### src/rtl/wb_ctrl_if.sv
// Control link between the sequencer (master) and the white balance corrector (slave).
interface wb_ctrl_if;
    logic [1:0]  mode;
    logic [1:0]  man_sel;
    logic [31:0] man_coef;
    logic        man_lock;
    logic        cal_stb;
    logic [31:0] cur_coef;

    modport master (
        output mode, man_sel, man_coef, man_lock, cal_stb,
        input  cur_coef
    );

    modport slave (
        input  mode, man_sel, man_coef, man_lock, cal_stb,
        output cur_coef
    );
endinterface

### src/rtl/wb_ctrl_sequencer.sv
// CSR-to-corrector sequencer: turns single CSR accesses into man_sel/man_coef/man_lock
// sequences, reads back the live coefficient, and runs frame-counted calibration.
module wb_ctrl_sequencer #(
    parameter int PX_WIDTH    = 10,
    parameter int FRACT_WIDTH = 10,
    parameter int CAL_FRAMES  = 2,
    parameter int RD_WAIT     = 2
) (
    input  logic        clk_i,
    input  logic        rst_i,
    input  logic [2:0]  csr_addr_i,
    input  logic        csr_wr_i,
    input  logic        csr_rd_i,
    input  logic [31:0] csr_wdata_i,
    output logic [31:0] csr_rdata_o,
    output logic        csr_ready_o,
    input  logic        sof_i,
    wb_ctrl_if.master   wb_ctrl_o
);
    localparam int COEF_WIDTH = PX_WIDTH + FRACT_WIDTH;
    localparam int RC_W       = $clog2(RD_WAIT + 1);

    // Command FSM
    localparam logic [1:0] ST_IDLE    = 2'd0;
    localparam logic [1:0] ST_WR_LOCK = 2'd1;
    localparam logic [1:0] ST_RD_WAIT = 2'd2;
    localparam logic [1:0] ST_RD_CAP  = 2'd3;

    // Calibration FSM
    localparam logic [1:0] CAL_IDLE  = 2'd0;
    localparam logic [1:0] CAL_COUNT = 2'd1;
    localparam logic [1:0] CAL_FIRE  = 2'd2;

    localparam logic [2:0] A_MODE = 3'd0;
    localparam logic [2:0] A_CAL  = 3'd4;

    logic [1:0]      st_q, st_d;
    logic [RC_W-1:0] rd_cnt_q, rd_cnt_d;
    logic [1:0]      cal_st_q, cal_st_d;
    logic [7:0]      cal_cnt_q, cal_cnt_d;
    logic            busy_q, busy_d;
    logic            done_q, done_d;
    logic [1:0]      mode_q, mode_d;
    logic [1:0]      man_sel_q, man_sel_d;
    logic [31:0]     man_coef_q, man_coef_d;
    logic            man_lock_q, man_lock_d;
    logic            cal_stb_q, cal_stb_d;
    logic [31:0]     rdata_q, rdata_d;
    logic            ready_q, ready_d;

    logic            arm, cancel, done_clr;
    logic            is_coef;
    logic [31:0]     rd_coef;

    assign is_coef = (csr_addr_i >= 3'd1) && (csr_addr_i <= 3'd3);

    // Only the coefficient field of cur_coef is returned; upper bits read as zero
    always_comb begin
        rd_coef = '0;
        rd_coef[COEF_WIDTH-1:0] = wb_ctrl_o.cur_coef[COEF_WIDTH-1:0];
    end

    generate
        if (COEF_WIDTH < 32) begin : g_unused
            logic unused_cur_coef;
            assign unused_cur_coef = &{1'b0, wb_ctrl_o.cur_coef[31:COEF_WIDTH]};
        end
    endgenerate

    // Next-state logic for the command and calibration FSMs
    always_comb begin
        st_d       = st_q;
        rd_cnt_d   = rd_cnt_q;
        cal_st_d   = cal_st_q;
        cal_cnt_d  = cal_cnt_q;
        busy_d     = busy_q;
        done_d     = done_q;
        mode_d     = mode_q;
        man_sel_d  = man_sel_q;
        man_coef_d = man_coef_q;
        man_lock_d = 1'b0;
        cal_stb_d  = 1'b0;
        rdata_d    = '0;
        ready_d    = 1'b0;
        arm        = 1'b0;
        cancel     = 1'b0;
        done_clr   = 1'b0;

        case (st_q)
            ST_IDLE: begin
                if (csr_wr_i) begin
                    // Write wins over a simultaneous read
                    if (is_coef) begin
                        man_sel_d  = csr_addr_i[1:0] - 2'd1;
                        man_coef_d = csr_wdata_i;
                        man_lock_d = 1'b1;
                        st_d       = ST_WR_LOCK;
                    end else begin
                        ready_d = 1'b1;
                        if (csr_addr_i == A_MODE) begin
                            mode_d = csr_wdata_i[1:0];
                            cancel = busy_q;
                        end else if (csr_addr_i == A_CAL) begin
                            arm = csr_wdata_i[0];
                        end
                    end
                end else if (csr_rd_i) begin
                    if (is_coef) begin
                        man_sel_d = csr_addr_i[1:0] - 2'd1;
                        rd_cnt_d  = RC_W'(RD_WAIT);
                        st_d      = ST_RD_WAIT;
                    end else begin
                        ready_d = 1'b1;
                        if (csr_addr_i == A_MODE) begin
                            rdata_d = {30'd0, mode_q};
                        end else if (csr_addr_i == A_CAL) begin
                            rdata_d  = {30'd0, done_q, busy_q};
                            done_clr = 1'b1;
                        end
                    end
                end
            end
            ST_WR_LOCK: begin
                ready_d = 1'b1;
                st_d    = ST_IDLE;
            end
            ST_RD_WAIT: begin
                rd_cnt_d = rd_cnt_q - RC_W'(1);
                if (rd_cnt_q == RC_W'(1)) st_d = ST_RD_CAP;
            end
            default: begin
                rdata_d = rd_coef;
                ready_d = 1'b1;
                st_d    = ST_IDLE;
            end
        endcase

        // Read-clear happens first so a same-cycle completion still leaves done set
        if (done_clr) done_d = 1'b0;

        if (arm) begin
            // Arming freezes the corrector and restarts the frame count; the
            // coincident sof is deliberately not counted
            mode_d    = 2'd3;
            busy_d    = 1'b1;
            done_d    = 1'b0;
            cal_cnt_d = '0;
            cal_st_d  = CAL_COUNT;
        end else if (cancel) begin
            busy_d   = 1'b0;
            cal_st_d = CAL_IDLE;
        end else begin
            case (cal_st_q)
                CAL_COUNT: begin
                    if (sof_i) begin
                        cal_cnt_d = cal_cnt_q + 8'd1;
                        if (cal_cnt_q + 8'd1 == 8'(CAL_FRAMES)) begin
                            cal_stb_d = 1'b1;
                            busy_d    = 1'b0;
                            done_d    = 1'b1;
                            cal_st_d  = CAL_FIRE;
                        end
                    end
                end
                CAL_FIRE: cal_st_d = CAL_IDLE;
                default:  cal_st_d = CAL_IDLE;
            endcase
        end
    end

    // State and registered outputs, synchronous reset
    always_ff @(posedge clk_i) begin
        if (rst_i) begin
            st_q       <= ST_IDLE;
            rd_cnt_q   <= '0;
            cal_st_q   <= CAL_IDLE;
            cal_cnt_q  <= '0;
            busy_q     <= 1'b0;
            done_q     <= 1'b0;
            mode_q     <= 2'd0;
            man_sel_q  <= 2'd0;
            man_coef_q <= '0;
            man_lock_q <= 1'b0;
            cal_stb_q  <= 1'b0;
            rdata_q    <= '0;
            ready_q    <= 1'b0;
        end else begin
            st_q       <= st_d;
            rd_cnt_q   <= rd_cnt_d;
            cal_st_q   <= cal_st_d;
            cal_cnt_q  <= cal_cnt_d;
            busy_q     <= busy_d;
            done_q     <= done_d;
            mode_q     <= mode_d;
            man_sel_q  <= man_sel_d;
            man_coef_q <= man_coef_d;
            man_lock_q <= man_lock_d;
            cal_stb_q  <= cal_stb_d;
            rdata_q    <= rdata_d;
            ready_q    <= ready_d;
        end
    end

    assign csr_rdata_o        = rdata_q;
    assign csr_ready_o        = ready_q;
    assign wb_ctrl_o.mode     = mode_q;
    assign wb_ctrl_o.man_sel  = man_sel_q;
    assign wb_ctrl_o.man_coef = man_coef_q;
    assign wb_ctrl_o.man_lock = man_lock_q;
    assign wb_ctrl_o.cal_stb  = cal_stb_q;
endmodule

### src/flat_wrapper.sv
// flat-port wrapper written by rule: the top's interface ports become plain ports
module wb_ctrl_sequencer_flat 
#(
    parameter int PX_WIDTH    = 10,
    parameter int FRACT_WIDTH = 10,
    parameter int CAL_FRAMES  = 2,
    parameter int RD_WAIT     = 2
)
  (clk_i, rst_i, csr_addr_i, csr_wr_i, csr_rd_i, csr_wdata_i, csr_rdata_o, csr_ready_o, sof_i, wb_ctrl_o_mode, wb_ctrl_o_man_sel, wb_ctrl_o_man_coef, wb_ctrl_o_man_lock, wb_ctrl_o_cal_stb, wb_ctrl_o_cur_coef);
  wb_ctrl_if wb_ctrl_o_i ();
  input  logic clk_i;
  input  logic rst_i;
  input  logic [2:0] csr_addr_i;
  input  logic csr_wr_i;
  input  logic csr_rd_i;
  input  logic [31:0] csr_wdata_i;
  output logic [31:0] csr_rdata_o;
  output logic csr_ready_o;
  input  logic sof_i;
  output wire logic [$bits(wb_ctrl_o_i.mode)-1:0] wb_ctrl_o_mode;
  output wire logic [$bits(wb_ctrl_o_i.man_sel)-1:0] wb_ctrl_o_man_sel;
  output wire logic [$bits(wb_ctrl_o_i.man_coef)-1:0] wb_ctrl_o_man_coef;
  output wire logic [$bits(wb_ctrl_o_i.man_lock)-1:0] wb_ctrl_o_man_lock;
  output wire logic [$bits(wb_ctrl_o_i.cal_stb)-1:0] wb_ctrl_o_cal_stb;
  input wire logic [$bits(wb_ctrl_o_i.cur_coef)-1:0] wb_ctrl_o_cur_coef;
  assign wb_ctrl_o_mode = wb_ctrl_o_i.mode;
  assign wb_ctrl_o_man_sel = wb_ctrl_o_i.man_sel;
  assign wb_ctrl_o_man_coef = wb_ctrl_o_i.man_coef;
  assign wb_ctrl_o_man_lock = wb_ctrl_o_i.man_lock;
  assign wb_ctrl_o_cal_stb = wb_ctrl_o_i.cal_stb;
  assign wb_ctrl_o_i.cur_coef = wb_ctrl_o_cur_coef;
  wb_ctrl_sequencer #(.PX_WIDTH(PX_WIDTH), .FRACT_WIDTH(FRACT_WIDTH), .CAL_FRAMES(CAL_FRAMES), .RD_WAIT(RD_WAIT)) u_core (.clk_i(clk_i), .rst_i(rst_i), .csr_addr_i(csr_addr_i), .csr_wr_i(csr_wr_i), .csr_rd_i(csr_rd_i), .csr_wdata_i(csr_wdata_i), .csr_rdata_o(csr_rdata_o), .csr_ready_o(csr_ready_o), .sof_i(sof_i), .wb_ctrl_o(wb_ctrl_o_i));
endmodule
### config.mk
export PLATFORM = sky130hd
export DESIGN_NAME = wb_ctrl_sequencer_flat
export DESIGN_NICKNAME = d
export VERILOG_FILES = /design/src/rtl/wb_ctrl_if.sv /design/src/rtl/wb_ctrl_sequencer.sv /design/src/flat_wrapper.sv
export SDC_FILE = /design/constraint.sdc
export NUM_CORES = 1
export LEC_CHECK = 0
export CAP_MARGIN = 20
export CORE_AREA = 2 2 76 107
export CTS_CLUSTER_SIZE = 16
export DETAILED_ROUTE_END_ITERATION = 7
export DIE_AREA = 0 0 78 109
export GPL_ROUTABILITY_DRIVEN = 1
export PLACE_DENSITY = 0.78
export SYNTH_ARGS = -nofsm -noshare
export SYNTH_HDL_FRONTEND = slang
export SYNTH_SLANG_ARGS = --single-unit
### constraint.sdc
create_clock -name clk_i -period 1.9 [get_ports clk_i]
set_clock_uncertainty 0.1 [all_clocks]
set_input_delay 0.285 -clock clk_i [delete_from_list [all_inputs] [get_ports clk_i]]
set_output_delay 0.285 -clock clk_i [all_outputs]
set_load 0.01 [all_outputs]
==> flow_summary.json, run 1 <==
{
  "start_util_pct": 39.4,
  "synthesis.area_um2": 2990,
  "io_pins": 143,
  "gp_congestion": 0.913,
  "critPathTopFamily": "buffers and inverters",
  "min-delay-path-class": "register to register",
  "finalCritPeriodShare_pct": 95.9,
  "cpMaxStageDelayCell": "clkdlybuf4s50_1",
  "fp.dieH_um": 109,
  "powerDensity_nw_per_um2": 773,
  "crit_top_cell": "buf_4",
  "ys.warnings.count": 0,
  "fin_ws_ns": 0.0775,
  "cts_tree": "built",
  "cp.arrival_ns": 1.96,
  "htreeDepth": 3,
  "finalCriticalPeriod_ns": 1.82,
  "finish.instance_area_um2": 4720,
  "drv_cap": 0,
  "grt_pass1_wl_um": 12200,
  "vias": 2782,
  "synth-edff-count": 0,
  "core_um2": 7610,
  "ys_seq_elements": 75,
  "crit_buf_inv": 3,
  "die_w_um": 78,
  "finish.utilization_pct": 62.1,
  "path_clk_slew_ns": 0.08,
  "crit_chain": "clkdlybuf4s50_1 > nor4bb_4 > buf_4 > and3_1 > or2_1 > buf_4 > o22ai_1",
  "end_kind": "register",
  "synthTopCellsByArea": "dfxtp_1 50%, nand2_1 9.3%, a21oi_1 6.4%",
  "max_freq_mhz": 549,
  "cts.hold.buffers_added": 0,
  "diodes": 0,
  "routedWlPerCell_um": 13.6,
  "power.total_mw": 3.65,
  "final_max_slew_viol_count": 0,
  "status": "complete, no violations",
  "track_usage_pct": 18.4,
  "die_area_um2": 8500,
  "grt_pass1_vias": 2683,
  "cts_buffers": 9,
  "finalSetupTns_ns": 0,
  "p_leak_nw": 1.76,
  "synth_ff_type": "dfxtp_1",
  "worst-path-stages": 7,
  "antenna_found_initial": 0,
  "placedCellCount": 572,
  "seq_area_um2": 1500,
  "place_ws_ns": -0.594,
  "fillers": 661,
  "avgSynthCellArea_um2": 8.60,
  "finalHoldViolCount": 0,
  "crit_path_max_fanout": 7,
  "synth.distinct_cells": 43,
  "required_ns": 2.04,
  "drc": 0,
  "final_common_cell": "clkdlybuf4s50_1",
  "insertion_delay_ns": 0.34,
  "synth-async-reset-ratio_pct": 0,
  "whs_ns": 0.356,
  "final_cell_mix": "116 x clkdlybuf4s50_1, 75 x dfxtp_1, 74 x nand2_1",
  "finalNetCount": 562,
  "cts_setup_buffers": 0,
  "num_rows": 38,
  "first_pass_iters": 4,
  "synthCells": 348,
  "clock_sinks": 75,
  "grt_start_max_net_pins": 32,
  "area_growth_pct": 57.7,
  "stdcell_count": 589,
  "drt_wl_total_um": 8040,
  "worstHoldPathCells": 2,
  "setup_viol_count_final": 0,
  "yosysTopAreaCell": "dfxtp_1",
  "cp_slowest_stage_delay_ns": 0.51,
  "synth_top_cell_area_share_pct": 50.1,
  "ff2ff_path_depth": 5,
  "ctsRootBufferMaster": "clkbuf_8",
  "timing_worst_setup_path_type": "input port to register",
  "drive_above_1_share_pct": 11.2,
  "ir_drop_mv": 0.509,
  "hpwlAfterDp_um": 5910,
  "overflow": 0,
  "vias_per_cell": 4.72,
  "io_buffer_count": 118,
  "yosysSeqAreaShare_pct": 50.1,
  "drt-initial-drc-count": 155,
  "multi_input_area_um2": 1380,
  "cts_buffer_depth": 2,
  "dpl-instance-area_um2": 4390,
  "critPathLaunchType": "input port",
  "grt_setup_unrepaired": "no",
  "ant_nets": 0
}
[Yosys cell counts (4+ instances only)]
| master | count |
|---|---|
| buf_2 | 6 |
| o21ai_1 | 5 |
| and2_1 | 18 |
| inv_1 | 11 |
| xnor2_1 | 7 |
| a211oi_1 | 5 |
| a2111oi_2 | 4 |
| clkbuf_1 | 12 |
| buf_4 | 12 |
| nand2_1 | 74 |
| nor2_1 | 21 |
| ha_1 | 6 |
| a21oi_1 | 38 |
| dfxtp_1 | 75 |
| nand3_1 | 8 |
| nor3_1 | 7 |
[path summary, 6_finish.rpt]
kind                                                    start                            end  slack (ns)
worst max register to register            u_core.cal_cnt_q[2]             u_core.cal_st_q[0]        0.14
worst max-delay path                                 csr_wr_i                  u_core.done_q        0.08
worst min register to register  u_core.wb_ctrl_o.man_coef[19]  u_core.wb_ctrl_o.man_coef[19]        0.36
worst min-delay path            u_core.wb_ctrl_o.man_coef[19]  u_core.wb_ctrl_o.man_coef[19]        0.36
[repair_timing]
| action | 4_1_cts | 5_1_grt |
|---|---|---|
| cloned | 1 | 0 |
| endpoints found under the hold margin | 0 | 0 |
| gates resized for setup | 11 | 1 |
| endpoints found under the setup margin | 49 | 2 |
| pin swaps | 3 | 0 |
[cells by family (layout without fill, tap and decap cells)]
group	count (synthesis)	after routing	share of synthesized area (%)
and+or+nand+nor	150	150	23.5
DFF	75	75	50.1
AOI/OAI and AO/OA	62	63	13.0
buffers and inverters	43	172	7.40
xor gates and xnor gates	8	8	2.34
adders and majority gates	6	6	2.51
muxes	3	3	1.00
other	1	12	0.125
[layout make-up]
class	instances	share of cell area [%]
multi-input cells	242	29.3
well taps	100	2.65
clock inverters	7	2.97
flip-flops and latches	75	31.8
repair buffers	145	29.8
inverters	11	0.875
clock buffers	9	2.62
[per-layer routing]
layer	up-vias	track usage, %	wire length (µm)
li1	1400	-	-
met1	1279	17.9	2960
met2	80	35.2	4400
met3	23	4.14	380
met4	0	11.2	292
met5	-	0	0
[state kept, by name (all words and copies together) (netlist names)]
name and flops:
u_core.st_q 2, u_core.done_q 1, u_core.busy_q 1, u_core.cal_st_q 2, u_core.wb_ctrl_o.man_coef 32, u_core.wb_ctrl_o.cal_stb 1, u_core.csr_rdata_o 20, u_core.cal_cnt_q 8
u_core.wb_ctrl_o.mode 2, u_core.wb_ctrl_o.man_lock 1, u_core.wb_ctrl_o.man_sel 2, u_core.csr_ready_o 1, u_core.rd_cnt_q 2
[worst reg2reg max path, delay by kind of cell (launching register included)]
kind               cells  cell delay, ns
AOI/OAI and AO/OA      3            0.73
DFF                    1            0.47
and+or+nand+nor        2            0.38
[power breakdown]
group          internal (mW)  total, mW  switching, mW
Combinational          0.252      0.433          0.181
Clock                   1.00       1.58          0.574
Sequential              1.61       1.64         0.0238
Total                   2.87       3.65          0.779
Note: power is estimated with default switching activity, not from simulation.
==> inputs of run 2 (changes only) <==
- HOLD_SLACK_MARGIN: unset -> 0.08
==> results of run 2 <==
The final DEF is identical to that of run 1; final timing and power are the same.
==> patch, RTL diff (config.mk and constraints of run 1) <==
`PX_WIDTH` is set to 10 in 2 places; all go to 5.
--- a/src/rtl/wb_ctrl_sequencer.sv
+++ b/src/rtl/wb_ctrl_sequencer.sv
@@ -1,7 +1,7 @@
 // CSR-to-corrector sequencer: turns single CSR accesses into man_sel/man_coef/man_lock
 // sequences, reads back the live coefficient, and runs frame-counted calibration.
 module wb_ctrl_sequencer #(
-    parameter int PX_WIDTH    = 10,
+    parameter int PX_WIDTH    = 5,
     parameter int FRACT_WIDTH = 10,
     parameter int CAL_FRAMES  = 2,
     parameter int RD_WAIT     = 2
--- a/src/flat_wrapper.sv
+++ b/src/flat_wrapper.sv
@@ -1,7 +1,7 @@
 // flat-port wrapper written by rule: the top's interface ports become plain ports
 module wb_ctrl_sequencer_flat 
 #(
-    parameter int PX_WIDTH    = 10,
+    parameter int PX_WIDTH    = 5,
     parameter int FRACT_WIDTH = 10,
     parameter int CAL_FRAMES  = 2,
     parameter int RD_WAIT     = 2
Behaviour: not the same (Yosys sat finds a counterexample within 10 cycles, from zero or initial values and one cycle with rst_i high).
==> patch against run 1 <==
Worst setup slack better by 0.046 ns; wire length fell by 3.5%; synthesized area is 5.3% higher; power down 9.0%; sequential cell count fell by 5; final area down 1.0%; non-clock buffer count is 8 lower; maximum frequency rose by 2.6%; critical path type is now reg -> reg; highest routed layer unchanged.
==> patch: results <==
[status]
outcome = "completed"

[global_route]
gr-usage-met2_pct = 33.6
grt_pass1_wl_mm = 12.2
use_met3_pct = 4.30
grt_pass1_vias = 2680

[cells_and_area]
multi_input_area_share_pct = 33.2
clockBufferCount = 12
clock_area_share_pct = 4.61
buf_share_pct = 28.8
drive_above_1_share_pct = 11.8
signal_buffers = 137
fillCellCount = 655
regArea_um2 = 1400
inverters = 9
num-multi-input-gates = 243

[routing]
met1Wirelength_mm = 3.20
dr.first_iter.drc_count = 95
vias = 2810
drt-total-wl_mm = 7.76

[power_and_ir_drop]
p_int_uw = 2560
leakagePower_uw = 0.00182
clockPowerShare_pct = 39.5
combinationalPower_uw = 468
max-vdd-ir-drop_mv = 0.432
comb_power_share_pct = 14.1

[clock_tree]
post_cts_buffers = 1

[synth]
synth-seq-area-share_pct = 44.5
ys_types = 49
ys_top_cells_by_area = "dfxtp_1 (44%), mux2i_1 (11%), nand2_1 (8.6%)"
avgSynthCellArea_um2 = 9.24

[placement]
placed_area_um2 = 4430
io_buffers = 108
pre_cts_slack_ns = -0.501
dp_hpwl_mm = 5.81

[setup_path]
critPathMaxStageDelay_ns = 0.46
critPathTopFamily = "compound AO/OA/AOI/OAI gates"
r2r_slack_ns = 0.12
crit_arrival_ns = 1.92

[min_path]
min_from = "u_core.wb_ctrl_o.man_coef[1]$_SDFFE_PP0P_"
min_to = "u_core.wb_ctrl_o.man_coef[1]$_SDFFE_PP0P_"

[timing]
whs_ns = 0.356
## patch: cell families (layout without fill, tap and decap cells)
kind of cell,after synthesis,in the layout,share of synthesized area (%)
AND/OR/NAND/NOR,138,138,22.6
multiplexers,34,34,10.8
flip-flops,70,70,44.5
XOR/XNOR,2,2,0.556
adder cells (fa/ha/maj),6,6,2.38
AO/OA/AOI/OAI,45,46,10.2
other,1,17,0.119
buffers and inverters,45,162,8.85
## patch: worst max path at each step
stage | slack (ns) | cells after the start | to
after detailed placement | -0.50 | 8 | u_core.cal_cnt_q[1]$_SDFFE_PP0P_
after floorplan | 0.05 | 8 | u_core.wb_ctrl_o.man_lock$_SDFF_PP0_
after global placement | -0.45 | 6 | u_core.cal_cnt_q[7]$_SDFFE_PP0P_
final | 0.12 | 6 | u_core.cal_st_q[0]$_SDFFE_PP0P_
after CTS | 0.14 | 6 | u_core.cal_st_q[0]$_SDFFE_PP0P_
after global routing | 0.01 | 6 | u_core.busy_q$_SDFFE_PP0P_
